## src/rtl/mfdfa_pkg.sv

```systemverilog
// Shared defaults and the dispatcher FSM encoding for the chunk dispatch block.
package mfdfa_pkg;

    localparam int DEF_W  = 32;
    localparam int DEF_NQ = 3;
    localparam int DEF_NW = 3;

    typedef enum logic [1:0] {
        ST_IDLE  = 2'b00,
        ST_RUN   = 2'b01,
        ST_DRAIN = 2'b10
    } disp_state_e;

endpackage

```

## src/rtl/chunk_dispatch_rr_arbiter.sv

```systemverilog
// Combinational round-robin arbiter: one-hot grant to the first requester
// found searching upward (with wrap) from the pointer.
module rr_arbiter #(
    parameter int N  = 3,
    parameter int PW = (N > 1) ? $clog2(N) : 1
) (
    input  logic [N-1:0]  req_i,
    input  logic [PW-1:0] ptr_i,
    output logic [N-1:0]  gnt_o
);

    // Walk from the pointer, wrapping modulo N, and grant the first request seen.
    always_comb begin
        int   idx;
        logic found;
        gnt_o = '0;
        found = 1'b0;
        idx   = 0;
        for (int i = 0; i < N; i++) begin
            idx = int'(ptr_i) + i;
            if (idx >= N) begin
                idx = idx - N;
            end
            if (!found && req_i[idx]) begin
                gnt_o[idx] = 1'b1;
                found      = 1'b1;
            end
        end
    end

endmodule

```

## src/rtl/chunk_dispatch.sv

```systemverilog
// Chunk dispatcher: pulls jobs from NQ queue heads round-robin and hands each
// to the lowest idle worker; malformed heads (end < start) are discarded.
module chunk_dispatch
    import mfdfa_pkg::*;
#(
    parameter int NQ = DEF_NQ,
    parameter int NW = DEF_NW,
    parameter int W  = DEF_W
) (
    input  logic            Clk,
    input  logic            Rst,
    input  logic            en,
    input  logic [NQ-1:0]   q_valid,
    input  logic [NQ*W-1:0] q_si,
    input  logic [NQ*W-1:0] q_ei,
    input  logic [NQ*W-1:0] q_id,
    output logic [NQ-1:0]   q_pop,
    output logic [NW-1:0]   w_start,
    output logic [NW*W-1:0] w_si,
    output logic [NW*W-1:0] w_ei,
    output logic [NW*W-1:0] w_id,
    input  logic [NW-1:0]   w_done,
    output logic [NW-1:0]   busy,
    output logic [1:0]      state_o,
    output logic            drained,
    output logic [W-1:0]    jobs_issued,
    output logic [W-1:0]    jobs_done,
    output logic            bad_job,
    output logic            err_done
);

    localparam int QPW = (NQ > 1) ? $clog2(NQ) : 1;

    disp_state_e    state_q, state_d;
    logic [QPW-1:0] rr_q, rr_d;
    logic [NQ-1:0]  q_pop_q, q_pop_d;   // also the grant of the previous edge
    logic [NQ-1:0]  pop_dly_q;          // grant of the edge before that
    logic [NW-1:0]  w_start_q, w_start_d;
    logic [NW-1:0]  busy_q, busy_d;
    logic [W-1:0]   issued_q, issued_d, done_q, done_d;
    logic           bad_q, bad_d, err_q, err_d, drained_q, drained_d;
    logic [W-1:0]   w_si_q [NW];
    logic [W-1:0]   w_ei_q [NW];
    logic [W-1:0]   w_id_q [NW];

    logic [NQ-1:0]  eligible, arb_gnt, grant;
    logic [NW-1:0]  free_oh, done_ok;
    logic           free_any;
    logic [QPW-1:0] gnt_idx;
    logic [W-1:0]   head_si, head_ei, head_id, done_add;

    // A queue just popped needs two edges for its head to settle.
    assign eligible = q_valid & ~q_pop_q & ~pop_dly_q;
    assign done_ok  = w_done & busy_q;

    rr_arbiter #(.N(NQ), .PW(QPW)) u_rr_arbiter (
        .req_i (eligible),
        .ptr_i (rr_q),
        .gnt_o (arb_gnt)
    );

    // Pick the lowest-index idle worker as the target of any dispatch.
    always_comb begin
        free_oh  = '0;
        free_any = 1'b0;
        for (int j = 0; j < NW; j++) begin
            if (!busy_q[j] && !free_any) begin
                free_oh[j] = 1'b1;
                free_any   = 1'b1;
            end
        end
    end

    // Qualify the arbiter grant and mux out the granted queue head.
    always_comb begin
        grant   = '0;
        gnt_idx = '0;
        head_si = '0;
        head_ei = '0;
        head_id = '0;
        if (state_q == ST_RUN && en && free_any) begin
            grant = arb_gnt;
        end
        for (int k = 0; k < NQ; k++) begin
            if (grant[k]) begin
                gnt_idx = QPW'(k);
                head_si = q_si[k*W +: W];
                head_ei = q_ei[k*W +: W];
                head_id = q_id[k*W +: W];
            end
        end
    end

    // Next-state logic: FSM transitions, dispatch bookkeeping, completions.
    always_comb begin
        state_d   = state_q;
        rr_d      = rr_q;
        q_pop_d   = grant;
        w_start_d = '0;
        issued_d  = issued_q;
        bad_d     = bad_q;
        done_add  = '0;
        case (state_q)
            ST_IDLE:  if (en) state_d = ST_RUN;
            ST_RUN:   if (!en) state_d = ST_DRAIN;
            ST_DRAIN: begin
                if (en) state_d = ST_RUN;
                else if (busy_q == '0) state_d = ST_IDLE;
            end
            default:  state_d = ST_IDLE;
        endcase
        if (|grant) begin
            rr_d = (gnt_idx == QPW'(NQ - 1)) ? '0 : gnt_idx + 1'b1;
            if (head_ei < head_si) begin
                bad_d = 1'b1;
            end else begin
                w_start_d = free_oh;
                issued_d  = issued_q + 1'b1;
            end
        end
        for (int j = 0; j < NW; j++) begin
            done_add = done_add + W'(done_ok[j]);
        end
        done_d    = done_q + done_add;
        err_d     = err_q | (|(w_done & ~busy_q));
        busy_d    = (busy_q & ~done_ok) | w_start_d;
        drained_d = (q_valid == '0) && (busy_d == '0) && (q_pop_d == '0);
    end

    // Control, status and counter registers.
    always_ff @(posedge Clk or negedge Rst) begin
        if (!Rst) begin
            state_q   <= ST_IDLE;
            rr_q      <= '0;
            q_pop_q   <= '0;
            pop_dly_q <= '0;
            w_start_q <= '0;
            busy_q    <= '0;
            issued_q  <= '0;
            done_q    <= '0;
            bad_q     <= 1'b0;
            err_q     <= 1'b0;
            drained_q <= 1'b1;
        end else begin
            state_q   <= state_d;
            rr_q      <= rr_d;
            q_pop_q   <= q_pop_d;
            pop_dly_q <= q_pop_q;
            w_start_q <= w_start_d;
            busy_q    <= busy_d;
            issued_q  <= issued_d;
            done_q    <= done_d;
            bad_q     <= bad_d;
            err_q     <= err_d;
            drained_q <= drained_d;
        end
    end

    for (genvar gi = 0; gi < NW; gi++) begin : g_worker
        // Capture the head when this worker is started; hold it until reassigned.
        always_ff @(posedge Clk or negedge Rst) begin
            if (!Rst) begin
                w_si_q[gi] <= '0;
                w_ei_q[gi] <= '0;
                w_id_q[gi] <= '0;
            end else if (w_start_d[gi]) begin
                w_si_q[gi] <= head_si;
                w_ei_q[gi] <= head_ei;
                w_id_q[gi] <= head_id;
            end
        end
        assign w_si[gi*W +: W] = w_si_q[gi];
        assign w_ei[gi*W +: W] = w_ei_q[gi];
        assign w_id[gi*W +: W] = w_id_q[gi];
    end

    assign q_pop       = q_pop_q;
    assign w_start     = w_start_q;
    assign busy        = busy_q;
    assign state_o     = state_q;
    assign drained     = drained_q;
    assign jobs_issued = issued_q;
    assign jobs_done   = done_q;
    assign bad_job     = bad_q;
    assign err_done    = err_q;

endmodule

```

## config.mk

```make
export PLATFORM = sky130hd
export DESIGN_NAME = chunk_dispatch
export DESIGN_NICKNAME = d
export VERILOG_FILES = /design/src/rtl/mfdfa_pkg.sv /design/src/rtl/chunk_dispatch_rr_arbiter.sv /design/src/rtl/chunk_dispatch.sv
export SDC_FILE = /design/constraint.sdc
export NUM_CORES = 1
export LEC_CHECK = 0
export ABC_AREA = 1
export CAP_MARGIN = 20
export CORE_AREA = 4 4 254 256
export CTS_CLUSTER_SIZE = 8
export DETAILED_ROUTE_END_ITERATION = 10
export DIE_AREA = 0 0 258 260
export GPL_TIMING_DRIVEN = 0
export SETUP_SLACK_MARGIN = 0.02
export SYNTH_ARGS = -nofsm -noshare
export SYNTH_HDL_FRONTEND = slang
export SYNTH_SLANG_ARGS = --single-unit
```

## constraint.sdc

```tcl
create_clock -name Clk -period 5.39 [get_ports Clk]
set_input_delay 1.078 -clock Clk [delete_from_list [all_inputs] [get_ports Clk]]
set_output_delay 1.078 -clock Clk [all_outputs]
set_load 0.02 [all_outputs]
```

==> results of run 1 <==
cell type report:
type	count	area share [%]
flip-flops and latches	371	32.6
multi-input cells	1294	27.7
repair buffers	716	25.4
clock buffers	63	4.83
well taps	846	3.72
plain buffers	102	3.69
inverters	124	1.71
clock inverters	5	0.343
diodes	5	0.0440
cell families (layout without fill, tap and decap cells):
logic type / Yosys count / count (layout) / share of synthesized area [%]
DFF: 371 / 371 / 53.3
adders and majority gates: 40 / 40 / 2.96
and+or+nand+nor: 762 / 762 / 18.1
other: 0 / 5 / 0
buffers and inverters: 230 / 1010 / 6.31
AOI/OAI and AO/OA: 436 / 436 / 16.5
xor gates and xnor gates: 56 / 56 / 2.81
placed cells by master, fill, tap and decap left out, types with 16 or more instances in the layout:
cell and instances:
nand2_2 23, ha_1 38, xnor2_1 23, nand3_1 25
a21oi_1 17, clkbuf_16 56, a221oi_4 28, clkbuf_1 16
a221oi_2 17, nor2_1 138, o21ai_1 22, inv_1 115
dfrtp_1 370, xor2_1 33, a221oi_1 36, nand4_1 21
nand2_1 499, o21ai_0 197, buf_6 29, nor3_1 18
o21ai_2 83, buf_4 64, clkdlybuf4s50_1 661
state kept, by name, summed over array words and instances (netlist names):
register / flops
busy: 3
w_ei: 96
err_done: 1
w_id: 96
jobs_done: 32
q_pop: 3
w_si: 96
w_start: 3
jobs_issued: 32
bad_job: 1
pop_dly_q: 3
state_o: 2
drained: 1
rr_q: 2
metal layers:
metal | track usage [%] | up-vias
li1 | - | 7895
met2 | 44.4 | 723
met4 | 9.69 | 2
met3 | 5.68 | 157
met1 | 31.9 | 8618
met5 | 0 | -
how the worst min path moves through the flow:
stage	slack, ps	from	to
5_1_grt	390	Rst	w_ei[36]$_DFFE_PN0P_
3_3_place_gp	390	q_pop[1]$_DFF_PN0_	pop_dly_q[1]$_DFF_PN0_
4_1_cts	370	Rst	w_ei[36]$_DFFE_PN0P_
6_report	390	Rst	w_ei[36]$_DFFE_PN0P_
2_1_floorplan	510	q_pop[0]$_DFF_PN0_	pop_dly_q[0]$_DFF_PN0_
3_5_place_dp	400	q_pop[1]$_DFF_PN0_	pop_dly_q[1]$_DFF_PN0_
stage by stage:
stage	TNS (ps)	instance area [um2]	std cells	setup slack (ps)	utilization (%)
2_1_floorplan	0	17400	1895	703	-
3_3_place_gp	-5958770	25100	3403	-13310	40.2
3_5_place_dp	-698490	25300	3413	-2400	40.5
4_1_cts	0	27800	3501	4.07	44.5
5_1_grt	-2180	28500	3526	-99.1	45.5
6_report	0	28500	3526	112	45.5
worst max-delay path: cells and delay by family:
| kind | cells | cell delay, ps |
|---|---|---|
| AOI/OAI and AO/OA | 4 | 700 |
| adders and majority gates | 1 | 290 |
| buffers and inverters | 10 | 1840 |
| and+or+nand+nor | 14 | 1740 |
repair_timing:
item,CTS,global route
setup endpoints to repair,328,326
pin swaps,12,11
gates resized for setup,194,113
buffers inserted,19,22
hold buffers,0,0
gates cloned,1,3
power groups by stage:
stage	sequential [W]	clock, W	combinational [W]
2_1_floorplan	0.00395	0	0.00230
4_1_cts	0.00350	0.00317	0.00590
3_5_place_dp	0.00353	0	0.00533
6_report	0.00350	0.00310	0.00629
5_1_grt	0.00355	0.00328	0.00670
3_3_place_gp	0.00353	0	0.00522
==> metrics.txt, run 1 <==
outcome=finished, final reports clean; Worst path slowest cell=clkdlybuf4s50_1; die height=260 um; TritonCTS Sinks=371; Synth cell types=47; Peak VDD IR=0.254 mV; GPL Wtd Cong=0.948; area of the multi-input gates=0.00788 mm2; post-detail-place hpwl=70300 um; Pwr Total=0.0129 W; TritonCTS clock tree=yes; Initial Utilization=27.9%; Yosys warnings=0; die area=0.0671 mm2; P_leak=12.2 nW; Core Region=0.0625 mm2; Switch Pwr=0.00538 W; CTS max path bufs=3; synth cell count leaders=504 x nand2_1, 370 x dfrtp_1, 204 x o21ai_0; Cell Int Power=0.00751 W; FMAX=189 MHz; CP required=5800 ps; Via density=4.93; I/O pins=663; syn_nets=2232; post-route antenna net violation count=0; Setup Skew=23.5 ps; Final Hold Fails=0; Post-synth EDFFs=0; r2r setup slk=380 ps; DRT met1 WL=36800 um; Post-Synthesis Cells=1895; Slew Viols, Final=0; most frequent cell after synthesis=nand2_1; Worst setup startpoint=q_valid[2]; WL met3=5660 um; # fillers=5977; IO Port Bufs=662; global-route wire length before repair=126000 um; Final Critical Period=5280 ps; Remaining DRCs=0; via count=17400; FP Rows=92; largest net degree at the start of global routing=119; cell taking the most area after synthesis=dfrtp_1; # nets final=2999; worst-skew pair later-pin latency=590 ps; DR iter-0 viols=1136; GRT Total Usage=25.8%; WL final=90900 um; Crit path arrival time=5690 ps; Critical Path Fanout Max=10; CP Launch Type=input port; Slew @ Worst Pin=1160 ps; Seq/Total Area, Yosys=53.3%; Die X=258 um; Clock Tree Root=clkbuf_16; synthesized cell area=0.0174 mm2; drt first pass iters=5; crit path to=w_id[48]$_DFFE_PN0P_; synthesized area per cell=9.20 um2; headroom to the max-slew limit=22.6%; Met2 Wirelength=45000 um; share of the synthesized area in the top cell type=53.1%; Worst Setup End Kind=register; R2R depth=31; Comb pwr share=48.8%; area delta synth->final=63.2%; grt ovf=0; CTS H-Tree Depth=2; antenna violations before repair=9; r2r endpoint=w_id[48]$_DFFE_PN0P_; hold slack=390 ps; uppermost layer routed=met5; wire per inst=25.8 um; Net Sw Frac=41.7%; clk slew on worst S/H paths=50 ps; Seq cells post-synth=371; Setup CP Type=in2reg; Flop pwr share=27.2%; Critical Path Max Stage Delay=480 ps; vias in the first global route=17800; predominant post-synthesis flop cell=dfrtp_1; R2R Path Start=rr_q[0]$_DFFE_PN0P_; Area contributors post-synth=dfrtp_1 53%, nand2_1 11%, o21ai_0 5.9%, o21ai_2 4.2%, a221oi_1 4.1%; layout cells sized above 1=15.6%; Max Cap Viol=0; PD cells=453 mW/mm2; Post-synth ARST share=100%; sequential cell area=0.00929 mm2; Setup Viol. Count Final=0; crit share post-route=97.9%; Num CTS Buffers=53; Worst Hold Class=in2async; clock power share=24.0%; RSZ-0062 raised after global routing=yes
Power figures use the tool's default switching activity.
==> inputs of run 2 (changes only) <==
Settings changed: GPL_ROUTABILITY_DRIVEN set to 0, REMOVE_ABC_BUFFERS set to 1.
==> run 2 against run 1 <==
Core utilization shrank 0.88 points. Global-route usage down 4.5 points. Die area is the same. Power is essentially flat. Largest power group unchanged. Fmax rose by 1.4%. Critical endpoint is now w_id[15]$_DFFE_PN0P_. Critical path type unchanged. Worst hold slack better by 11 ps. Non-clock buffer count fell by 74. Final area shrank 1.9%.
==> metrics.txt, run 2 (synthesis results as in run 1) <==
IO Port Bufs=662; RSZ-0062 raised after global routing=no; Most common cell on crit path=nand2_1; FP Rows=92; Worst Hold End=pop_dly_q[2]$_DFF_PN0_; Inst Count DP=3313; hold_sp=q_pop[2]$_DFF_PN0_; Worst path slowest cell=a221oi_1; largest net degree at the start of global routing=124; Worst Setup End Kind=register; # nets final=2941; Crit path arrival time=5650 ps; Worst Hold Class=reg2reg; Bufs and invs on worst path=8; hold buffers post-CTS=0; CP Launch Type=input port; DR iter-0 viols=1223; r2r setup slk=460 ps; via count=16900; grt ovf=0; CTS max path bufs=3; die height=260 um; Slew Viols, Final=0; Critical Path Max Stage Delay=670 ps; WL final=79200 um; r2r endpoint=w_id[15]$_DFFE_PN0P_; critical path's top delay family=compound AO/OA/AOI/OAI gates; Num CTS Buffers=52; global-route wire length before repair=110000 um; area delta synth->final=60.1%; post-detail-place hpwl=50500 um; Setup Skew=21.1 ps; Pwr Total=0.0129 W; worst-skew pair later-pin latency=590 ps; post-route antenna net violation count=0; die area=0.0671 mm2; Remaining DRCs=0; most common cell after layout, fill and taps aside=clkdlybuf4s50_1; P_leak=11.9 nW; Final Hold Fails=0; vias in the first global route=16600; Slew @ Worst Pin=1000 ps; Setup CP Type=in2reg; Initial Utilization=27.9%; GRT Total Usage=21.4%; R2R Path Start=rr_q[1]$_DFFE_PN0P_; I/O pins=663; TritonCTS Sinks=371; CP required=5840 ps; Max Cap Viol=0; layout cells sized above 1=13.0%; crit share post-route=96.6%; PD cells=462 mW/mm2; final core utilization=44.7%; Die X=258 um; antenna violations before repair=1; Hold Crit Depth=0; outcome=finished, final reports clean; CTS H-Tree Depth=2; FMAX=192 MHz; clk slew on worst S/H paths=50 ps; R2R depth=27; headroom to the max-slew limit=33.1%; Via density=4.89; Final Critical Period=5200 ps; TritonCTS clock tree=yes; Peak VDD IR=0.242 mV; hold slack=402 ps; most frequent cells in the layout=660 x clkdlybuf4s50_1, 498 x nand2_1, 370 x dfrtp_1; final worst slack=186 ps; Critical Path Fanout Max=31; wire per inst=22.9 um; Core Region=0.0625 mm2; Non-Filler Instances=3464; Place WS=-3760 ps; Clock Tree Root=clkbuf_16; Setup Viol. Count Final=0; drt first pass iters=6
## run 2: layout make-up
class	count	area, um2
tap	846	1060
fill	5940	34600
antenna	1	2.50
timing repair buffer	744	7810
multi-input combinational	1304	7730
clock inverter	4	53.8
clock buffer	63	1350
timing repair inverter	7	104
sequential	371	9290
inverter	124	517
## run 2: report_power, final
| part | switching, W | leakage, nW | internal (W) | total, W |
|---|---|---|---|---|
| logic | 0.00405 | 6.19 | 0.00242 | 0.00647 |
| clock network | 0.00124 | 0.684 | 0.00174 | 0.00297 |
| registers | 0.000263 | 5.07 | 0.00320 | 0.00346 |
| total | 0.00555 | 11.9 | 0.00735 | 0.0129 |
## run 2: metrics by stage
step	setup TNS [ps]	area [um2]
after floorplan	-538350	16800
after global placement	-6907140	24500
after detailed placement	-1039250	24900
after CTS	-609	27300
after global routing	0	27900
final	0	27900
## run 2: worst max-delay path by stage
stage,from,slack (ps),cells past startpoint,end
after floorplan,q_valid[2],-2160,20,w_ei[32]$_DFFE_PN0P_
after global placement,Rst,-13020,1,w_id[39]$_DFFE_PN0P_
after detailed placement,en,-3760,23,w_ei[20]$_DFFE_PN0P_
after CTS,q_valid[2],-30,28,w_ei[76]$_DFFE_PN0P_
after global routing,q_valid[2],1,31,w_si[3]$_DFFE_PN0P_
final,q_valid[2],190,28,w_id[15]$_DFFE_PN0P_
## run 2: metal layers
| layer | share of wire [%] | GRT usage (%) | vias to the layer above |
|---|---|---|---|
| met5 | 0 | 0 | - |
| met4 | 3.4 | 6.56 | 0 |
| met3 | 6.6 | 4.62 | 147 |
| met2 | 49 | 37.0 | 730 |
| met1 | 41 | 26.8 | 8264 |
| li1 | - | - | 7783 |
## run 2: timing repair
item / 4_1_cts / 5_1_grt
setup endpoints to repair: 328 / 313
resized for setup: 75 / 38
setup buffers: 32 / 21
pin swaps: 14 / 11
gates cloned: 16 / 13
## run 2: worst register-to-register path, stage by stage, from the launching register on
cell,delay (ps)
dfrtp_1,410
inv_1,110
ha_1,320
inv_2,100
nand4_1,100
nand3_2,90
nand2_2,140
nand3b_1,120
nand2_2,100
nand2_4,90
nand2_8,110
nor2_4,50
buf_4,140
buf_12,150
a221oi_1,720
ha_1,370
nand2_1,140
inv_1,50
nand2_1,100
a21oi_4,80
a211oi_4,380
nand2_8,150
nand2_8,120
nor2_8,80
buf_6,150
buf_12,160
inv_16,170
o21ai_2,80
